**config.mk**
```make
export PLATFORM = sky130hd
export DESIGN_NAME = uart_rx_ctrl
export DESIGN_NICKNAME = d
export VERILOG_FILES = /design/src/rtl/uart_rx_ctrl.sv
export SDC_FILE = /design/constraint.sdc
export NUM_CORES = 1
export LEC_CHECK = 0
export BUFFER_PORTS_ARGS = -buffer_cell sky130_fd_sc_hd__buf_2
export CORE_MARGIN = 4
export CORE_UTILIZATION = 37
export CTS_CLUSTER_SIZE = 28
export DETAILED_ROUTE_END_ITERATION = 10
export PLACE_DENSITY = 0.61
export SYNTH_ARGS = -nofsm -noshare
export SYNTH_HDL_FRONTEND = slang
export SYNTH_SLANG_ARGS = --single-unit
export TNS_END_PERCENT = 30
```
**constraint.sdc**
```tcl
create_clock -name clk -period 1.5 [get_ports clk]
set_input_delay 0 -clock clk [delete_from_list [all_inputs] [get_ports clk]]
set_output_delay 0 -clock clk [all_outputs]
set_load 0.05 [all_outputs]
```
**src/rtl/uart_rx_ctrl.sv**
```systemverilog
// UART 8N1 receive controller: synchronises rx, paces the external baud counter,
// assembles LSB-first frames and hands bytes out through a one-entry valid/ready register.
module uart_rx_ctrl #(
   parameter int DATA_W = 8
) (
   input  logic              clk,
   input  logic              rst,
   input  logic              rx,
   output logic              count_sig,
   input  logic              bps_clk,
   output logic [DATA_W-1:0] rx_data,
   output logic              rx_valid,
   input  logic              rx_ready,
   output logic              frame_err,
   output logic              overrun,
   output logic              busy
);

   localparam int CNT_W = $clog2(DATA_W) + 1;
   localparam int IDX_W = (DATA_W > 1) ? $clog2(DATA_W) : 1;

   localparam logic [2:0] S_IDLE  = 3'd0;
   localparam logic [2:0] S_START = 3'd1;
   localparam logic [2:0] S_DATA  = 3'd2;
   localparam logic [2:0] S_STOP  = 3'd3;
   localparam logic [2:0] S_BREAK = 3'd4;

   logic [2:0]        state;
   logic              rx_meta;
   logic              rx_s;
   logic              rx_d;
   logic              fall;
   logic [CNT_W-1:0]  bit_cnt;
   logic [DATA_W-1:0] shreg;
   logic              stop_tick;
   logic              stop_ok;
   logic              can_load;

   assign fall      = rx_d & ~rx_s;
   assign stop_tick = (state == S_STOP) && bps_clk;
   assign stop_ok   = stop_tick && rx_s;
   // The register can take a new byte when empty or when the old one leaves this cycle.
   assign can_load  = ~rx_valid | rx_ready;

   assign count_sig = (state == S_START) || (state == S_DATA) || (state == S_STOP);
   assign busy      = (state != S_IDLE);

   always_ff @(posedge clk) begin
      if (rst) begin
         rx_meta   <= 1'b1;
         rx_s      <= 1'b1;
         rx_d      <= 1'b1;
         state     <= S_IDLE;
         bit_cnt   <= '0;
         rx_data   <= '0;
         rx_valid  <= 1'b0;
         frame_err <= 1'b0;
         overrun   <= 1'b0;
      end else begin
         rx_meta   <= rx;
         rx_s      <= rx_meta;
         rx_d      <= rx_s;
         frame_err <= 1'b0;
         overrun   <= 1'b0;

         if (rx_valid && rx_ready) begin
            rx_valid <= 1'b0;
         end

         case (state)
            S_IDLE: begin
               if (fall) begin
                  state <= S_START;
               end
            end
            S_START: begin
               if (bps_clk) begin
                  if (!rx_s) begin
                     state   <= S_DATA;
                     bit_cnt <= '0;
                  end else begin
                     state <= S_IDLE;
                  end
               end
            end
            S_DATA: begin
               if (bps_clk) begin
                  bit_cnt <= bit_cnt + CNT_W'(1);
                  if (bit_cnt == CNT_W'(DATA_W - 1)) begin
                     state <= S_STOP;
                  end
               end
            end
            S_STOP: begin
               if (bps_clk) begin
                  if (rx_s) begin
                     state <= S_IDLE;
                     if (can_load) begin
                        rx_data  <= shreg;
                        rx_valid <= 1'b1;
                     end else begin
                        overrun <= 1'b1;
                     end
                  end else begin
                     frame_err <= 1'b1;
                     state     <= S_BREAK;
                  end
               end
            end
            S_BREAK: begin
               // Held-low line: only a return to idle level re-arms start detection.
               if (rx_s) begin
                  state <= S_IDLE;
               end
            end
            default: begin
               state <= S_IDLE;
            end
         endcase
      end
   end

   // Shift register carries data only; a stale value is never delivered.
   always_ff @(posedge clk) begin
      if ((state == S_DATA) && bps_clk) begin
         shreg[bit_cnt[IDX_W-1:0]] <= rx_s;
      end
   end

endmodule

```
==> out/results.txt, run 1 <==
clock tree sinks: 29
Syn. warnings: 0
diode count: 0
ys async rst share: 0%
CP max stage cell: dfxtp_1
top-area cell type share of the netlist area: 33.9%
detailed router's first-iteration violation count: 23
Post-Route WL: 2240 um
Final Skew: 0.00541 ns
TritonCTS clock tree: done
Core Footprint: 3130 um^2
Port Buffers: 17
max-cap viol count: 0
synthesized flop and latch total: 29
Worst Setup End Kind: register
Post-synth EDFFs: 8
Residual DRC: 0
nets: 145
Main synth FF type: dfxtp_1
top cells by area, synth: dfxtp_1 (34%), edfxtp_1 (19%), nand2b_1 (13%)
Worst-path clk slew: 0.09 ns
cells along the critical path: and4bb_4 -> nand2b_1 -> nor3_1
vias: 880
syn_area_per_cell: 10.5 um^2
sequential share of the synthesized area: 53.3%
Hold Path Class: in -> reg
setup_tns: 0 ns
area of the die: 4340 um^2
Die W: 65.9 um
cell taking the most area after synthesis: dfxtp_1
reg2reg setup slack: 0.13 ns
syn nets: 124
Leak: 0.536 nW
post-CTS setup buffer count: 0
worst hold path cell count: 3
worst slew pin tran: 0.410 ns
pwr dens: 912 nW/um^2
number of hold violations in the final report: 0
most numerous cell in the Yosys netlist: nand2b_1
CP max stage delay: 0.38 ns
Synth Instances: 118
clk buf depth: 2
Final period util: 91.2%
Routability Congestion: 0.845
endpoints failing setup: 0
outcome: complete, no violations
Power Total: 1.31 mW
crit path kind: reg -> reg
CTS Buf Count: 5
layout cells sized above 1: 25.7%
IR drop worst, VDD: 443 uV
Starting Density: 39.6%
GRT Util Overall: 11.9%
Fill cells: 293
clk_lat worst skew: 0.31 ns
area grow syn2layout: 15.9%
critical path fanouts, max: 9
routed vias/inst: 4.78
first-pass GRT wire length: 3900 um
dpl hpwl: 1540 um
Root Driver: clkbuf_4
fmax: 731 MHz
largest net degree at the start of global routing: 30
Post-Syn Area: 1240 um^2
fin. max-slew vios: 0
RSZ-0062 raised after global routing: no
# H-tree levels: 2
Tmin final: 1.37 ns
initial antenna violation count: 0
Unique masters post-synth: 31
die height: 65.9 um
vias in the first global route: 914
Synth top cells by count: nand2b_1 (25), dfxtp_1 (21), nor2_1 (13)
Slew HR: 72.7%
worst hold slack: 0.0321 ns
DRT antenna net count: 0
Worst Path Arrival: 1.39 ns
CP Data Required Time: 1.53 ns
row count: 20
r2r worst-path depth: 3
CP startpoint kind: register
Avg WL per Cell: 12.1 um
Pre-antenna DRT Iters: 4
total gr overflow: 0
I/O pins: 18
[registers in the layout, indices dropped and copies added, names as in the netlist]
signal     flops
shreg          8
bit_cnt        4
frame_err      1
overrun        1
state          3
rx_valid       1
rx_meta        1
rx_s           1
rx_d           1
rx_data        8
[final timing paths]
check,start,end
worst min-delay path,bps_clk,state[0]$_SDFFE_PP0P_
worst max-delay path,state[2]$_SDFFE_PP0P_,shreg[0]$_DFFE_PP_
worst max register to register,state[2]$_SDFFE_PP0P_,shreg[0]$_DFFE_PP_
worst min register to register,rx_meta$_SDFF_PP1_,rx_s$_SDFF_PP1_
[cell type report]
cell class                 count  area (um^2)  area share [%]
sequential                    29          663            46.2
multi-input combinational     80          536            37.3
timing repair buffer          22          128            8.89
tap                           44         55.1            3.84
clock buffer                   5         37.5            2.62
clock inverter                 3         12.5           0.872
inverter                       1         3.75           0.262
[what timing repair did]
action / in CTS / in global routing
hold endpoints to repair: 3 / 0
gates resized for setup: 0 / 4
setup endpoints to repair: 0 / 10
hold buffers: 2 / 0
[cells in the final DEF (no fill, tap or decap), drive strengths merged, types with 2 or more instances in the layout]
cell type,n
a21oi,4
a311oi,2
buf,20
clkbuf,5
clkinv,3
dfxtp,21
dlygate4sd3,2
edfxtp,8
mux2i,9
nand2,4
nand2b,25
nand3,2
nor2,13
nor3,4
or2,4
[logic make-up (layout without fill, tap and decap cells)]
kind of cell             count (synthesis)  in the layout  share of synthesized area (%)
flip-flops                              29             29                           53.3
buffers and inverters                    9             31                           4.14
AND/OR/NAND/NOR                         59             59                           27.5
adder cells (fa/ha/maj)                  1              1                           1.01
multiplexers                             9              9                           7.27
AO/OA/AOI/OAI                           11             11                           6.77
[routing by layer]
layer,vias up,global-route usage [%],wire [um]
met3,5,3.91,99
li1,446,-,-
met4,0,6.48,32
met1,415,12.9,984
met2,14,20.3,1120
met5,-,0,0
[worst max-delay path: cells and delay by family, from the launching register on]
family | cells | cell delay, ns
AND/OR/NAND/NOR | 3 | 0.69
flip-flops | 1 | 0.38
[metrics by stage]
step	utilization [%]	setup WS (ns)	std cells	cell area, um^2
after CTS	45.5	0.0313	184	1420
final	45.9	0.132	184	1440
after detailed placement	43.3	0.0430	174	1350
after global placement	43.3	0.124	174	1350
after global routing	45.9	0.0482	184	1440
after floorplan	-	0.169	118	1240
[report_power, final]
part           internal [mW]  leakage, nW  switching (mW)  total (mW)
Clock                  0.169       0.0300           0.262       0.431
Sequential             0.807        0.241         0.00530       0.812
Combinational         0.0285        0.265          0.0374      0.0659
Total                   1.00        0.536           0.304        1.31
(Power assumes the default switching activity.)
==> run 2, diff against run 1 <==
- CORE_UTILIZATION: 37 -> 30
- PLACE_DENSITY: 0.61 -> 0.52
- clock period: 1.5 -> 1.7 ns (I/O delays scaled with it)
==> run 2 against run 1 <==
Against the previous run:
- first-iteration DRC count up 57%
- clock power increased by 28%
- count of clock-buffer cells in the layout up 2
- die area rose by 20%
- critical endpoint unchanged
==> out/results.txt, run 2 (synthesis results as in run 1) <==
Pint: 1.06 mW (+5.1%)
number of hold violations in the final report: 0 (unchanged)
CP startpoint kind: register
setup_tns: 0 ns (unchanged)
layout cells sized above 1: 22.8% (-2.9 points)
Worst Setup End Kind: register
DRT antenna net count: 0 (unchanged)
r2r worst-path depth: 3 (unchanged)
TritonCTS clock tree: done
vias in the first global route: 807 (-12%)
Worst-path clk slew: 0.06 ns (-0.03 ns)
fin. max-slew vios: 0 (unchanged)
Reg-to-Reg End: shreg[0]$_DFFE_PP_
row count: 23 (+15%)
die height: 72.3 um (+9.7%)
worst r2r src: state[1]$_SDFFE_PP0P_
clk_lat worst skew: 0.27 ns (-0.04 ns)
Core Footprint: 4000 um^2 (+28%)
dpl ws: 0.269 ns (+0.226 ns)
Hold Path Origin: rx_ready
dpl cells: 178 (+2.3%)
final setup margin: 0.240 ns (+0.108 ns)
GRT Util Overall: 8.99% (-2.9 points)
Non-Filler Instances: 186 (+1.1%)
clk buf depth: 2 (unchanged)
Avg WL per Cell: 11.4 um (-6.3%)
worst hold path cell count: 3 (unchanged)
area of the die: 5220 um^2 (+20%)
dpl hpwl: 1450 um (-6.1%)
hold path endpoint: overrun$_SDFF_PP0_
post-CTS setup buffer count: 0 (unchanged)
CP max stage delay: 0.48 ns (+0.10 ns)
worst hold slack: 0.0293 ns (-0.00278 ns)
endpoints failing setup: 0 (unchanged)
Sw Ratio: 20.2% (-3.1 points)
CP Buf/Inv Count: 0 (unchanged)
initial antenna violation count: 0 (unchanged)
reg2reg setup slack: 0.24 ns (+0.11 ns)
critical path fanouts, max: 10 (+1)
cells along the critical path: and4bb_2 -> nand2b_1 -> nor3_1
largest net degree at the start of global routing: 30 (unchanged)
Die W: 72.3 um (+9.7%)
Routability Congestion: 0.789 (-6.6%)
max-cap viol count: 0 (unchanged)
Post-Route WL: 2120 um (-5.3%)
CTS Buf Count: 5 (unchanged)
clock tree sinks: 29 (unchanged)
Leak: 0.531 nW (-0.84%)
CP Data Required Time: 1.67 ns (+0.14 ns)
sw power: 0.267 mW (-12%)
nets: 142 (-2.1%)
Tmin final: 1.46 ns (+0.0921 ns)
total gr overflow: 0 (unchanged)
commonest non-fill, non-tap cell in the layout: nand2b_1
pwr dens: 917 nW/um^2 (+0.51%)
Final period util: 85.9% (-5.3 points)
crit path kind: reg -> reg
detailed router's first-iteration violation count: 36 (+57%)
first-pass GRT wire length: 3540 um (-9.2%)
Worst Path Arrival: 1.43 ns (+0.04 ns)
Pre-antenna DRT Iters: 4 (unchanged)
IR drop worst, VDD: 479 uV (+7.9%)
outcome: complete, no violations
Root Driver: clkbuf_8
Hold Path Class: in -> reg
CP max stage cell: dfxtp_1
I/O pins: 18 (unchanged)
Crit path max-delay family: simple AND/OR/NAND/NOR gates
Starting Density: 31.0% (-8.6 points)
area grow syn2layout: 16.5%
clock power share: 41.6% (+8.7 points)
most frequent cells in the layout: nand2b_1 (25), dfxtp_1 (21), buf_2 (17), nor2_1 (13), mux2i_1 (9)
vias: 846 (-3.9%)
worst slew pin tran: 0.421 ns (+0.0114 ns)
Reg power frac: 54.4% (-7.7 points)
fmax: 685 MHz (-6.3%)
Power Total: 1.32 mW (+1.0%)
Final Skew: 0.00366 ns (-0.00175 ns)
Port Buffers: 17 (unchanged)
RSZ-0062 raised after global routing: no
# H-tree levels: 2 (unchanged)
routed vias/inst: 4.55 (-4.9%)
Slew HR: 71.9% (-0.76 points)
Fill cells: 415 (+42%)
diode count: 0 (unchanged)
Comb power frac: 4.0% (-1.0 points)
Residual DRC: 0 (unchanged)
run 2: area by class of cell:
class                           count  area [um^2]  area share [%]
Sequential cell                    29          661            45.8
Multi-Input combinational cell     80          527            36.5
Timing Repair Buffer               19          103            7.11
Clock buffer                        7         86.3            5.98
Tap cell                           50         62.6            4.34
Inverter                            1         3.75           0.260
run 2: how the worst max path moves through the flow:
stage | start | endpoint | slack, ns | cells after the start
final | state[1]$_SDFFE_PP0P_ | shreg[0]$_DFFE_PP_ | 0.24 | 3
after global routing | state[1]$_SDFFE_PP0P_ | rx_data[0]$_SDFFE_PP0P_ | 0.12 | 4
after CTS | state[1]$_SDFFE_PP0P_ | shreg[0]$_DFFE_PP_ | 0.26 | 3
after detailed placement | state[1]$_SDFFE_PP0P_ | shreg[0]$_DFFE_PP_ | 0.27 | 3
after global placement | state[1]$_SDFFE_PP0P_ | shreg[0]$_DFFE_PP_ | 0.31 | 3
after floorplan | state[2]$_SDFFE_PP0P_ | shreg[0]$_DFFE_PP_ | 0.37 | 4
run 2: timing repair:
item / CTS / global route
endpoints found under the hold margin: 1 / 0
hold buffers: 1 / 0
resized for setup: 0 / 0
endpoints found under the setup margin: 0 / 0
run 2: metal layers:
layer  routed length (um)  GRT usage [%]  vias to the layer above  share of wire, %
met5                    0              0                        -                 0
met4                   17           3.76                        0              0.80
met3                  113           4.71                        2               5.3
met2                  994           14.0                       15                47
met1                  991           10.3                      393                47
li1                     -              -                      436                 -
run 2: tightest hold or removal path: stages:
cell and delay, ns:
buf_2 0.08, nand2b_1 0.12, nor3_1 0.05
run 2: metrics by stage:
stage,cell area (um^2),utilization (%)
CTS,1440,36.1
floorplan,1240,-
detailed placement,1350,33.7
finish,1440,36.1
global route,1440,36.1
global placement,1350,33.7
run 2: power by group through the flow:
stage	Sequential, mW	Combinational, mW	Clock (mW)
6_report	0.719	0.0525	0.551
3_3_place_gp	0.734	0.0503	0
4_1_cts	0.719	0.0527	0.572
2_1_floorplan	0.731	0.0438	0
5_1_grt	0.720	0.0581	0.609
3_5_place_dp	0.734	0.0507	0
==> run 3, diff against run 2 <==
- GPL_TIMING_DRIVEN: not set -> 0
==> run 3 against run 2 <==
Against the previous run:
- non-clock buffer count increased by 6
- sequential power about the same
- critical path depth grew 1
- critical path type unchanged
- highest routed layer unchanged
==> out/results.txt, run 3 (synthesis results as in run 1) <==
worst hold path cell count: 3 (unchanged)
Post-Route WL: 2300 um (+8.8%)
area grow syn2layout: 19.6%
commonest non-fill, non-tap cell in the layout: nand2b_1
number of hold violations in the final report: 0 (unchanged)
CP Data Required Time: 1.66 ns (about the same)
initial antenna violation count: 0 (unchanged)
detailed router's first-iteration violation count: 12 (-67%)
routed vias/inst: 4.55 (+0.13%)
pwr dens: 914 nW/um^2 (-0.24%)
IR drop worst, VDD: 361 uV (-25%)
Worst Setup End Kind: register
outcome: complete, no violations
crit path kind: reg -> reg
Final Skew: 0.00654 ns (+0.00288 ns)
RSZ-0062 raised after global routing: no
clk_lat worst skew: 0.28 ns (about the same)
Die W: 72.3 um (unchanged)
layout cells sized above 1: 23.1% (+0.28 points)
GRT Util Overall: 10.0% (+1.0 points)
CTS Buf Count: 5 (unchanged)
Leak: 0.551 nW (+3.8%)
most frequent cells in the layout: nand2b_1 (25), dfxtp_1 (21), buf_2 (18), nor2_1 (13), mux2i_1 (9)
worst r2r src: state[2]$_SDFFE_PP0P_
Residual DRC: 0 (unchanged)
Worst-path clk slew: 0.06 ns (about the same)
largest net degree at the start of global routing: 13 (-57%)
I/O pins: 18 (unchanged)
fmax: 681 MHz (-0.58%)
Pre-antenna DRT Iters: 4 (unchanged)
Hold Path Origin: rx_ready
dpl hpwl: 1650 um (+14%)
Placed Area: 1380 um^2 (+2.6%)
r2r worst-path depth: 4 (+1)
Reg-to-Reg End: shreg[1]$_DFFE_PP_
final instance area: 1480 um^2 (+2.7%)
fin. max-slew vios: 0 (unchanged)
worst hold slack: 0.0269 ns (-0.00239 ns)
# H-tree levels: 2 (unchanged)
clock tree sinks: 29 (unchanged)
area of the die: 5220 um^2 (unchanged)
Core Footprint: 4000 um^2 (unchanged)
first-pass GRT wire length: 4000 um (+13%)
Routability Congestion: 0.773 (-2.1%)
Avg WL per Cell: 11.9 um (+4.8%)
Non-Filler Instances: 193 (+3.8%)
clk buf depth: 2 (unchanged)
nets: 148 (+4.2%)
Tmin final: 1.47 ns (+0.00848 ns)
total gr overflow: 0 (unchanged)
Worst Path Arrival: 1.43 ns (about the same)
setup_tns: 0 ns (unchanged)
Hold Path Class: in -> reg
TritonCTS clock tree: done
Starting Density: 31.0% (unchanged)
max-cap viol count: 0 (unchanged)
Slew HR: 70.7% (-1.2 points)
endpoints failing setup: 0 (unchanged)
diode count: 0 (unchanged)
hold path endpoint: overrun$_SDFF_PP0_
CP startpoint kind: register
Port Buffers: 16 (-1)
worst slew pin tran: 0.440 ns (+0.0183 ns)
Root Driver: clkbuf_8
vias: 879 (+3.9%)
die height: 72.3 um (unchanged)
row count: 23 (unchanged)
reg2reg setup slack: 0.23 ns (about the same)
critical path fanouts, max: 9 (-1)
post-CTS setup buffer count: 0 (unchanged)
dpl cells: 184 (+3.4%)
DRT antenna net count: 0 (unchanged)
Final period util: 86.4% (+0.50 points)
Power Total: 1.35 mW (+2.4%)
vias in the first global route: 922 (+14%)
## run 3: cell count changes in the layout (fill, tap and decap cells not counted)
cell	change
buf_4	-1
buf_6	+2
buf_2	+1
clkbuf_1	+5
## run 3: how the worst max path moves through the flow
stage | startpoint | end | slack, ns | depth (start not counted)
after detailed placement | state[2]$_SDFFE_PP0P_ | shreg[1]$_DFFE_PP_ | 0.22 | 4
after global placement | state[2]$_SDFFE_PP0P_ | shreg[0]$_DFFE_PP_ | 0.27 | 4
after floorplan | state[2]$_SDFFE_PP0P_ | shreg[0]$_DFFE_PP_ | 0.37 | 4
after CTS | state[2]$_SDFFE_PP0P_ | shreg[1]$_DFFE_PP_ | 0.22 | 4
final | state[2]$_SDFFE_PP0P_ | shreg[1]$_DFFE_PP_ | 0.23 | 4
after global routing | state[2]$_SDFFE_PP0P_ | shreg[0]$_DFFE_PP_ | 0.13 | 4
## run 3: worst max-delay path, cell delays in order (launching register included)
cell and delay (ns):
dfxtp_1 0.30, buf_2 0.16, and4bb_2 0.38, nand2_1 0.13
nor3_1 0.20
## run 3: stage by stage
stage | setup slack (ns) | util, %
floorplan | 0.369 | -
global placement | 0.266 | 34.5
detailed placement | 0.223 | 34.5
CTS | 0.217 | 37.0
global route | 0.133 | 37.0
finish | 0.232 | 37.0
## run 3: layout make-up
| class | count | area (um^2) |
|---|---|---|
| Fill cell | 407 | 2520 |
| Buffer | 8 | 47.5 |
| Clock buffer | 8 | 90.1 |
| Tap cell | 50 | 62.6 |
| Inverter | 1 | 3.75 |
| Sequential cell | 29 | 661 |
| Multi-Input combinational cell | 80 | 527 |
| Timing Repair Buffer | 17 | 90.1 |
## run 3: layer usage
layer  part of all wire, %  vias up  routed length, um  GRT usage [%]
met1                    44      408               1020           10.9
li1                      -      450                  -              -
met2                    48       15               1110           16.9
met4                   2.4        0                 55           5.01
met3                   5.3        6                121           3.88
met5                     0        -                  0              0
## run 3: what timing repair did
| item | 4_1_cts | 5_1_grt |
|---|---|---|
| endpoints found under the setup margin | 0 | 0 |
| resized for setup | 0 | 0 |
| endpoints found under the hold margin | 1 | 0 |
| hold buffers | 1 | 0 |
## run 3: power by group
group	internal, mW	leakage, nW	total (mW)	switching (mW)
clock network	0.329	0.0455	0.578	0.249
registers	0.713	0.240	0.717	0.00405
logic	0.0255	0.266	0.0594	0.0339
total	1.07	0.551	1.35	0.287
